===== config.mk =====
export PLATFORM = sky130hd
export DESIGN_NAME = program_counter_high
export DESIGN_NICKNAME = d
export VERILOG_FILES = /design/src/rtl/cpu_pkg.sv /design/src/rtl/pc_incdec.sv /design/src/rtl/program_counter_high.sv
export SDC_FILE = /design/constraint.sdc
export NUM_CORES = 1
export LEC_CHECK = 0
export CAP_MARGIN = 40
export CORE_ASPECT_RATIO = 0.75
export CORE_MARGIN = 4
export CORE_UTILIZATION = 42
export DETAILED_ROUTE_END_ITERATION = 8
export PLACE_DENSITY = 0.76
export SLEW_MARGIN = 20
export SYNTH_ARGS = -nofsm -noshare
export SYNTH_HDL_FRONTEND = slang
export SYNTH_SLANG_ARGS = --single-unit

===== constraint.sdc =====
create_clock -name clk -period 2 [get_ports clk]
set_input_delay 0.6 -clock clk [delete_from_list [all_inputs] [get_ports clk]]
set_output_delay 0.6 -clock clk [all_outputs]
set_load 0.01 [all_outputs]

===== src/rtl/cpu_pkg.sv =====
// Types and constants shared by the PCL and PCH halves of the program counter.
package cpu_pkg;

    localparam int PC_WIDTH = 8;
    localparam logic [PC_WIDTH-1:0] PC_RESET_HI = 8'h00;

    typedef enum logic [1:0] {
        IDLE     = 2'd0,
        FIX_UP   = 2'd1,
        FIX_DOWN = 2'd2
    } pch_state_t;

endpackage


===== src/rtl/pc_incdec.sv =====
// WIDTH-bit +1 / -1 with natural wrap, shared by both program counter halves.
module pc_incdec #(
    parameter int WIDTH = 8
) (
    input  logic [WIDTH-1:0] i_val,
    input  logic             i_dec,
    output logic [WIDTH-1:0] o_val
);

    localparam logic [WIDTH-1:0] ONE = WIDTH'(1);

    assign o_val = i_dec ? (i_val - ONE) : (i_val + ONE);

endmodule


===== src/rtl/program_counter_high.sv =====
// PCH register: carry increment from PCL, bus drivers and the branch page-fixup cycle.
//   state    | meaning
//   IDLE     | normal fetch; PCH loads, holds or takes the PCL carry
//   FIX_UP   | branch crossed forward; PCH+1 at the end of this cycle
//   FIX_DOWN | branch crossed backward; PCH-1 at the end of this cycle
module program_counter_high
    import cpu_pkg::*;
#(
    parameter int                WIDTH     = PC_WIDTH,
    parameter logic [WIDTH-1:0]  RESET_VAL = PC_RESET_HI
) (
    input  logic             clk,
    input  logic             nrst,
    input  logic [WIDTH-1:0] ADH_in,
    input  logic             ADH_PCH,
    input  logic             PCH_PCH,
    input  logic             PCH_DB,
    input  logic             PCH_ADH,
    input  logic             increment,
    input  logic             PCLC,
    input  logic             branch_start,
    input  logic             offset_neg,
    input  logic             branch_carry,
    output logic [WIDTH-1:0] DB_out,
    output logic [WIDTH-1:0] ADH_out,
    output logic             fix_busy,
    output logic             page_crossed
);

    pch_state_t       r_state, w_state_nxt;
    logic [WIDTH-1:0] r_pch, w_pch_nxt;
    logic             r_page_crossed, w_page_crossed_nxt;
    logic [WIDTH-1:0] w_base;
    logic [WIDTH-1:0] w_incdec;
    logic             w_cross;

    // PCH_PCH and "no source" both recirculate, so only the load needs decoding.
    assign w_base  = ADH_PCH ? ADH_in : r_pch;
    assign w_cross = branch_carry ^ offset_neg;

    // One adder serves the IDLE carry increment and both fixup directions.
    pc_incdec #(.WIDTH(WIDTH)) u_incdec (
        .i_val (w_base),
        .i_dec (r_state == FIX_DOWN),
        .o_val (w_incdec)
    );

    always_comb begin
        w_state_nxt        = IDLE;
        w_pch_nxt          = w_base;
        w_page_crossed_nxt = 1'b0;
        case (r_state)
            IDLE: begin
                if (increment && PCLC)
                    w_pch_nxt = w_incdec;
                if (branch_start && w_cross) begin
                    w_state_nxt        = offset_neg ? FIX_DOWN : FIX_UP;
                    w_page_crossed_nxt = 1'b1;
                end
            end
            FIX_UP, FIX_DOWN: begin
                // A load during the fixup cycle supersedes the adjustment.
                if (!ADH_PCH)
                    w_pch_nxt = w_incdec;
            end
            default: begin
                w_state_nxt = IDLE;
                w_pch_nxt   = r_pch;
            end
        endcase
    end

    always_ff @(posedge clk or negedge nrst) begin
        if (!nrst) begin
            r_state        <= IDLE;
            r_pch          <= RESET_VAL;
            r_page_crossed <= 1'b0;
        end else begin
            r_state        <= w_state_nxt;
            r_pch          <= w_pch_nxt;
            r_page_crossed <= w_page_crossed_nxt;
        end
    end

    assign DB_out       = PCH_DB  ? r_pch : '0;
    assign ADH_out      = PCH_ADH ? r_pch : '0;
    assign fix_busy     = (r_state != IDLE);
    assign page_crossed = r_page_crossed;

endmodule


==> flow_summary.yaml, run 1 <==
floorplan:
  initial_core_util_pct: 45.0
  die_h_um: 54.3
  rows: 16
  num_io_pins: 37
  dieArea_um2: 3780
  fp.dieW_um: 69.7
  coreArea_um2: 2660
drt:
  routed_wl_mm: 3.99
  via_count: 1331
  drc: 0
  drt-pass1-iter-count: 6
  drtIter0Drc: 95
  detail_route.vias_per_cell: 5.30
  postRouteAntennaNets: 0
  wl_per_cell_um: 15.9
yosys:
  synth-adder-area-share_pct: 9.39
  synthXorXnorAreaFrac_pct: 8.66
  avgSynthCellArea_um2: 8.69
  syn_area_um2: 1200
  yosysWarnings: 0
  yosysSeqAreaShare_pct: 23.0
  synth_compound_area_share_pct: 23.9
  ys_ff_latch: 11
  ys_types: 42
  synth-simple-area-share_pct: 20.9
  synthMuxAreaShare_pct: 7.72
  synth_ff_type: "dfrtp_1"
  synth_cells: 138
  syn_nets: 166
  synth_top_family_by_area: "compound AO/OA/AOI/OAI gates"
  synth_edf_count: 0
  synth-async-reset-ratio_pct: 100
sta:
  setup_viol: 5
  min_period_over_period_pct: 107
  worst_slew_pin_slew_ns: 0.552
  final_hold_viol_count: 0
  max_freq_ghz: 0.466
  slew_headroom_pct: 63.1
  skew_ns: 0.00529
  grt_setup_unrepaired: "yes"
  tns_ns: -0.469
  setup_ws_ns: -0.146
  slew_violations: 0
  period_needed_ns: 2.15
worst_setup_path:
  cp.arrival_ns: 2.29
  critical_path_required_ns: 2.14
  regToRegStartpoint: "r_state[0]"
  critPathLaunchType: "input pin"
  reg2reg_to: "r_pch[6]"
  r2r_slack_ns: -0.08
  path_class: "input pin to register"
  cp-startpoint: "ADH_PCH"
  worstPathMaxFanout: 4
  endpoint_kind: "register"
  rr_worst_depth: 11
grt:
  grt_first_pass_wirelength_mm: 6.38
  grt-ovfl-total: 0
  antenna_found_initial: 0
  grt_max_degree: 13
  track_usage_pct: 21.7
  grt_pass1_vias: 1361
clock_tree:
  clockBufferDepth: 2
  ctsHoldBuffers: 0
  cts_buffers: 3
  root_buffer: "clkbuf_8"
  cts_max_level: 1
  path_clk_slew_ns: 0.05
  clock-sinks: 11
  worstSkewPairLatency_ns: 0.24
  cts_tree: "yes"
power:
  seqPwrFrac_pct: 23.4
  power_density_nw_per_um2: 688
  leakage_nw: 0.978
  p_comb_share_pct: 60.2
  p_switching_mw: 0.525
  swShare_pct: 37.5
  ir_worst_vdd_mv: 0.470
  power.share.clock_pct: 16.4
  internal_power_mw: 0.876
placed_design:
  placed_area_um2: 1860
  routabilityCongestion: 0.867
  dp_hpwl_mm: 2.95
  dp_slack_ns: -0.905
  portBuffers: 35
min_path:
  worstHoldEndpoint: "r_pch[0]"
  min_delay_path_depth: 2
  hold_path.class: "register to register"
  hp-start: "r_pch[0]"
layout:
  antenna_cells: 0
  final_util_pct: 76.5
  fin_area_um2: 2040
  final_nets: 244
  fillers: 182
  area_growth_pct: 69.9
  drive_gt1_share_pct: 36.7
run_status:
  violations: "negative setup slack"
  status: "finished, violations left"
job:
  maxCapViolations: 0
[worst max-delay path, stage by stage]
cell and delay (ns):
buf_8 0.11, mux2_4 0.33, xnor2_4 0.15, inv_2 0.07
ha_4 0.16, a21o_1 0.16, a31oi_1 0.17, o21ba_2 0.18
o21ai_2 0.06, xnor2_1 0.12, o31ai_1 0.19
[power groups by stage]
stage | Sequential, mW | Combinational, mW | Clock [mW]
2_1_floorplan | 0.312 | 0.422 | 0
3_3_place_gp | 0.323 | 0.739 | 0
3_5_place_dp | 0.327 | 0.754 | 0
4_1_cts | 0.325 | 0.774 | 0.232
5_1_grt | 0.337 | 0.915 | 0.244
6_report | 0.328 | 0.843 | 0.230
[cell families (layout without fill, tap and decap cells)]
group           Yosys count  in the layout
buf+inv                  13             90
simple gates             48             48
compound gates           38             38
xor+xnor                 11             11
fa+ha+maj                 9              9
mux                       8              8
flops                    11             11
[Yosys cell counts (2+ instances only)]
cell type	count	area share [%]
and2_1	18	9.4
nand2_1	12	3.8
dfrtp_1	11	23
ha_1	9	9.4
inv_1	9	2.8
a21oi_1	8	3.3
xnor2_1	7	5.1
nor2_1	6	1.9
o21ai_0	4	1.7
a221oi_1	3	2.2
a22oi_1	3	1.9
mux2_2	3	2.8
mux2i_1	3	2.5
o22ai_1	3	1.6
xor2_1	3	2.2
a21oi_2	2	1.5
a31oi_1	2	1.0
and3_1	2	1.0
clkbuf_8	2	2.3
nand3_1	2	0.84
nor2b_1	2	1.0
nor3_1	2	0.84
o21a_1	2	1.3
o21ai_2	2	1.5
[layout by cell type (no fill, tap or decap), types with 3 or more instances in the layout]
| cell | count |
|---|---|
| ha_4 | 4 |
| nor2_1 | 5 |
| dlygate4sd2_1 | 18 |
| xor2_1 | 3 |
| and2_1 | 18 |
| dlymetal6s2s_1 | 3 |
| a22oi_1 | 3 |
| clkbuf_8 | 3 |
| a21oi_1 | 8 |
| xnor2_1 | 5 |
| buf_4 | 40 |
| ha_1 | 3 |
| clkdlybuf4s50_1 | 9 |
| inv_1 | 8 |
| dfrtp_1 | 11 |
| o22ai_1 | 3 |
| nand2_1 | 10 |
| buf_2 | 4 |
| mux2_4 | 4 |
[area by class of cell]
class                   instances  area (um^2)  share of cell area (%)
well taps                      36         45.0                    2.21
repair buffers                 77          643                    31.6
flip-flops and latches         11          275                    13.5
inverters                       9         33.8                    1.66
multi-input cells             114          995                    48.8
clock buffers                   4         45.0                    2.21
[what timing repair did]
action,in CTS,in global routing
endpoints found under the setup margin,25,7
gates cloned,0,0
pin swaps,18,13
resized for setup,53,15
buffers inserted,4,2
endpoints found under the hold margin,0,0
[routing by layer]
| layer | up-vias | global-route usage, % | part of all wire (%) |
|---|---|---|---|
| met5 | - | 0 | 0 |
| met4 | 0 | 6.05 | 1.3 |
| met3 | 6 | 4.04 | 7.5 |
| met2 | 61 | 41.8 | 48 |
| met1 | 613 | 25.5 | 43 |
| li1 | 651 | - | - |
[registers in the layout (all words and copies together) (netlist names)]
register      count
r_state           2
r_pch             8
page_crossed      1
[worst max-delay path by stage]
| stage | endpoint | cells after the start |
|---|---|---|
| 2_1_floorplan | r_pch[6] | 11 |
| 3_3_place_gp | r_pch[6] | 11 |
| 3_5_place_dp | r_pch[5] | 8 |
| 4_1_cts | r_pch[6] | 11 |
| 5_1_grt | r_pch[4] | 11 |
| 6_report | r_pch[6] | 11 |
[per-stage QoR]
step	std cells	power, mW	hold slack, ns
floorplan	138	0.735	0.304
detailed placement	241	1.08	0.548
global placement	241	1.06	0.543
finish	251	1.40	0.569
CTS	249	1.33	0.563
global route	251	1.50	0.621
Power figures use the tool's default switching activity.
==> run 2: changes to the inputs <==
==> constraint.sdc (replaced) <==
create_clock -name clk -period 2 [get_ports clk]
set_input_delay 0.5 -clock clk [delete_from_list [all_inputs] [get_ports clk]]
set_output_delay 0.5 -clock clk [all_outputs]
set_load 0.01 [all_outputs]
==> flow_summary.yaml, run 2 (synthesis results as in run 1) <==
drt:
  wl_per_cell_um: 16.2
  routed_wl_mm: 4.05
  routed.top_layer: "met4"
  drt-pass1-iter-count: 4
  drc: 0
  via_count: 1350
  wl_met3_um: 231
  detail_route.vias_per_cell: 5.40
  dr_wl_met2_mm: 1.94
  met1_length_mm: 1.77
  drtIter0Drc: 69
  postRouteAntennaNets: 0
sta:
  slew_headroom_pct: 64.2
  min_period_over_period_pct: 101
  grt_setup_unrepaired: "yes"
  worst_slew_pin_slew_ns: 0.536
  skew_ns: 0.00389
  setup_ws_ns: -0.0266
  slew_violations: 0
  final_hold_viol_count: 0
  tns_ns: -0.0462
  setup_viol: 2
  period_needed_ns: 2.03
  whs_ns: 0.596
  max_freq_ghz: 0.493
grt:
  track_usage_pct: 22.7
  grt_pass1_vias: 1438
  grt-ovfl-total: 0
  antenna_found_initial: 0
  grt_max_degree: 13
  grt_first_pass_wirelength_mm: 6.71
worst_setup_path:
  endpoint_kind: "register"
  slowest_stage: "dfrtp_1"
  crit_family: "compound AO/OA/AOI/OAI gates"
  critPathBufInv: 2
  path_class: "register to register"
  cpPeakStageDelay_ns: 0.39
  crit_chain: "mux2_4 -> xnor2_4 -> inv_2 -> ha_4 -> a21o_1 -> a31oi_1 -> o21ba_2 -> buf_4 -> xor2_1 -> a21oi_1"
  critical_path_required_ns: 2.12
  critPathLaunchType: "register"
  cp.arrival_ns: 2.14
  worstPathMaxFanout: 2
power:
  power_density_nw_per_um2: 691
  ir_worst_vdd_mv: 0.419
  leakage_nw: 0.947
placed_design:
  dp.cells: 240
  dp_hpwl_mm: 2.97
  dp_slack_ns: -0.773
  portBuffers: 35
  placed_area_um2: 1850
  routabilityCongestion: 0.865
layout:
  final_cell_mix: "41 x buf_4, 24 x clkdlybuf4s50_1, 17 x and2_1"
  multi_input_area_um2: 1010
  drive_gt1_share_pct: 36.4
  largest_reg_flops: 8
  final_nets: 243
  antenna_cells: 0
  fin_area_um2: 2080
  mostFrequentLayoutCell: "buf_4"
  fillers: 163
  instances_no_fill: 250
  seqCellArea_um2: 277
  regMostFlops: "r_pch"
  area_growth_pct: 73.7
run_status:
  status: "finished, violations left"
  violations: "negative setup slack"
job:
  maxCapViolations: 0
clock_tree:
  cts_max_level: 1
  root_buffer: "clkbuf_8"
  cts_tree: "yes"
  worstSkewPairLatency_ns: 0.24
  path_clk_slew_ns: 0.05
  cts_buffers: 3
  ctsHoldBuffers: 0
  clock-sinks: 11
  clockBufferDepth: 2
floorplan:
  fp.dieW_um: 69.7
  rows: 16
  initial_core_util_pct: 45.0
  die_h_um: 54.3
  num_io_pins: 37
  coreArea_um2: 2660
  dieArea_um2: 3780
min_path:
  hold_path.class: "input pin to register"
==> run 2: cell types whose count changed in the layout (fill, tap and decap cells not counted), moves of 3 or more <==
cell,delta
buf_2,-3
dlygate4sd2_1,-17
clkdlybuf4s50_1,+15
ha_4,+3
==> run 2: path summary, 6_finish.rpt <==
kind,start,to,slack (ns),cells after the start
max,r_pch[1],r_pch[4],-0.03,10
min,ADH_in[1],r_pch[1],0.60,3
max reg2reg,r_pch[1],r_pch[4],-0.03,10
min reg2reg,r_pch[0],r_pch[0],0.60,2
max in group asynchronous,nrst,r_state[1],1.01,1
min in group asynchronous,nrst,r_pch[3],0.61,1
==> run 2: metal layers <==
layer  vias up  global-route usage (%)
met3        12                    3.49
met4         0                    8.92
met1       639                    28.2
li1        646                       -
met2        53                    40.8
met5         -                       0
==> run 2: cell type report <==
class / count / share of cell area [%]
flip-flops and latches: 11 / 13.3
multi-input cells: 114 / 48.4
repair buffers: 76 / 32.3
clock buffers: 4 / 2.16
well taps: 36 / 2.16
inverters: 9 / 1.74
==> run 2: tightest hold or removal path: stages <==
cell      delay, ns
buf_2          0.10
a221oi_1       0.08
o21ai_1        0.13
==> run 2: stage by stage <==
| stage | utilization [%] | power (mW) |
|---|---|---|
| after floorplan | - | 0.735 |
| after global placement | 69.5 | 1.06 |
| after detailed placement | 69.5 | 1.08 |
| after CTS | 74.5 | 1.36 |
| after global routing | 78.2 | 1.53 |
| final | 78.2 | 1.44 |
==> run 2: what timing repair did <==
action	in CTS	in global routing
buffers inserted	4	2
pin swaps	11	14
resized for setup	33	17
endpoints found under the setup margin	23	9
==> run 2: power by group <==
group          leakage [nW]  internal (mW)  switching, mW
combinational         0.789          0.498          0.379
sequential            0.135          0.272         0.0581
clock                0.0228          0.141         0.0909
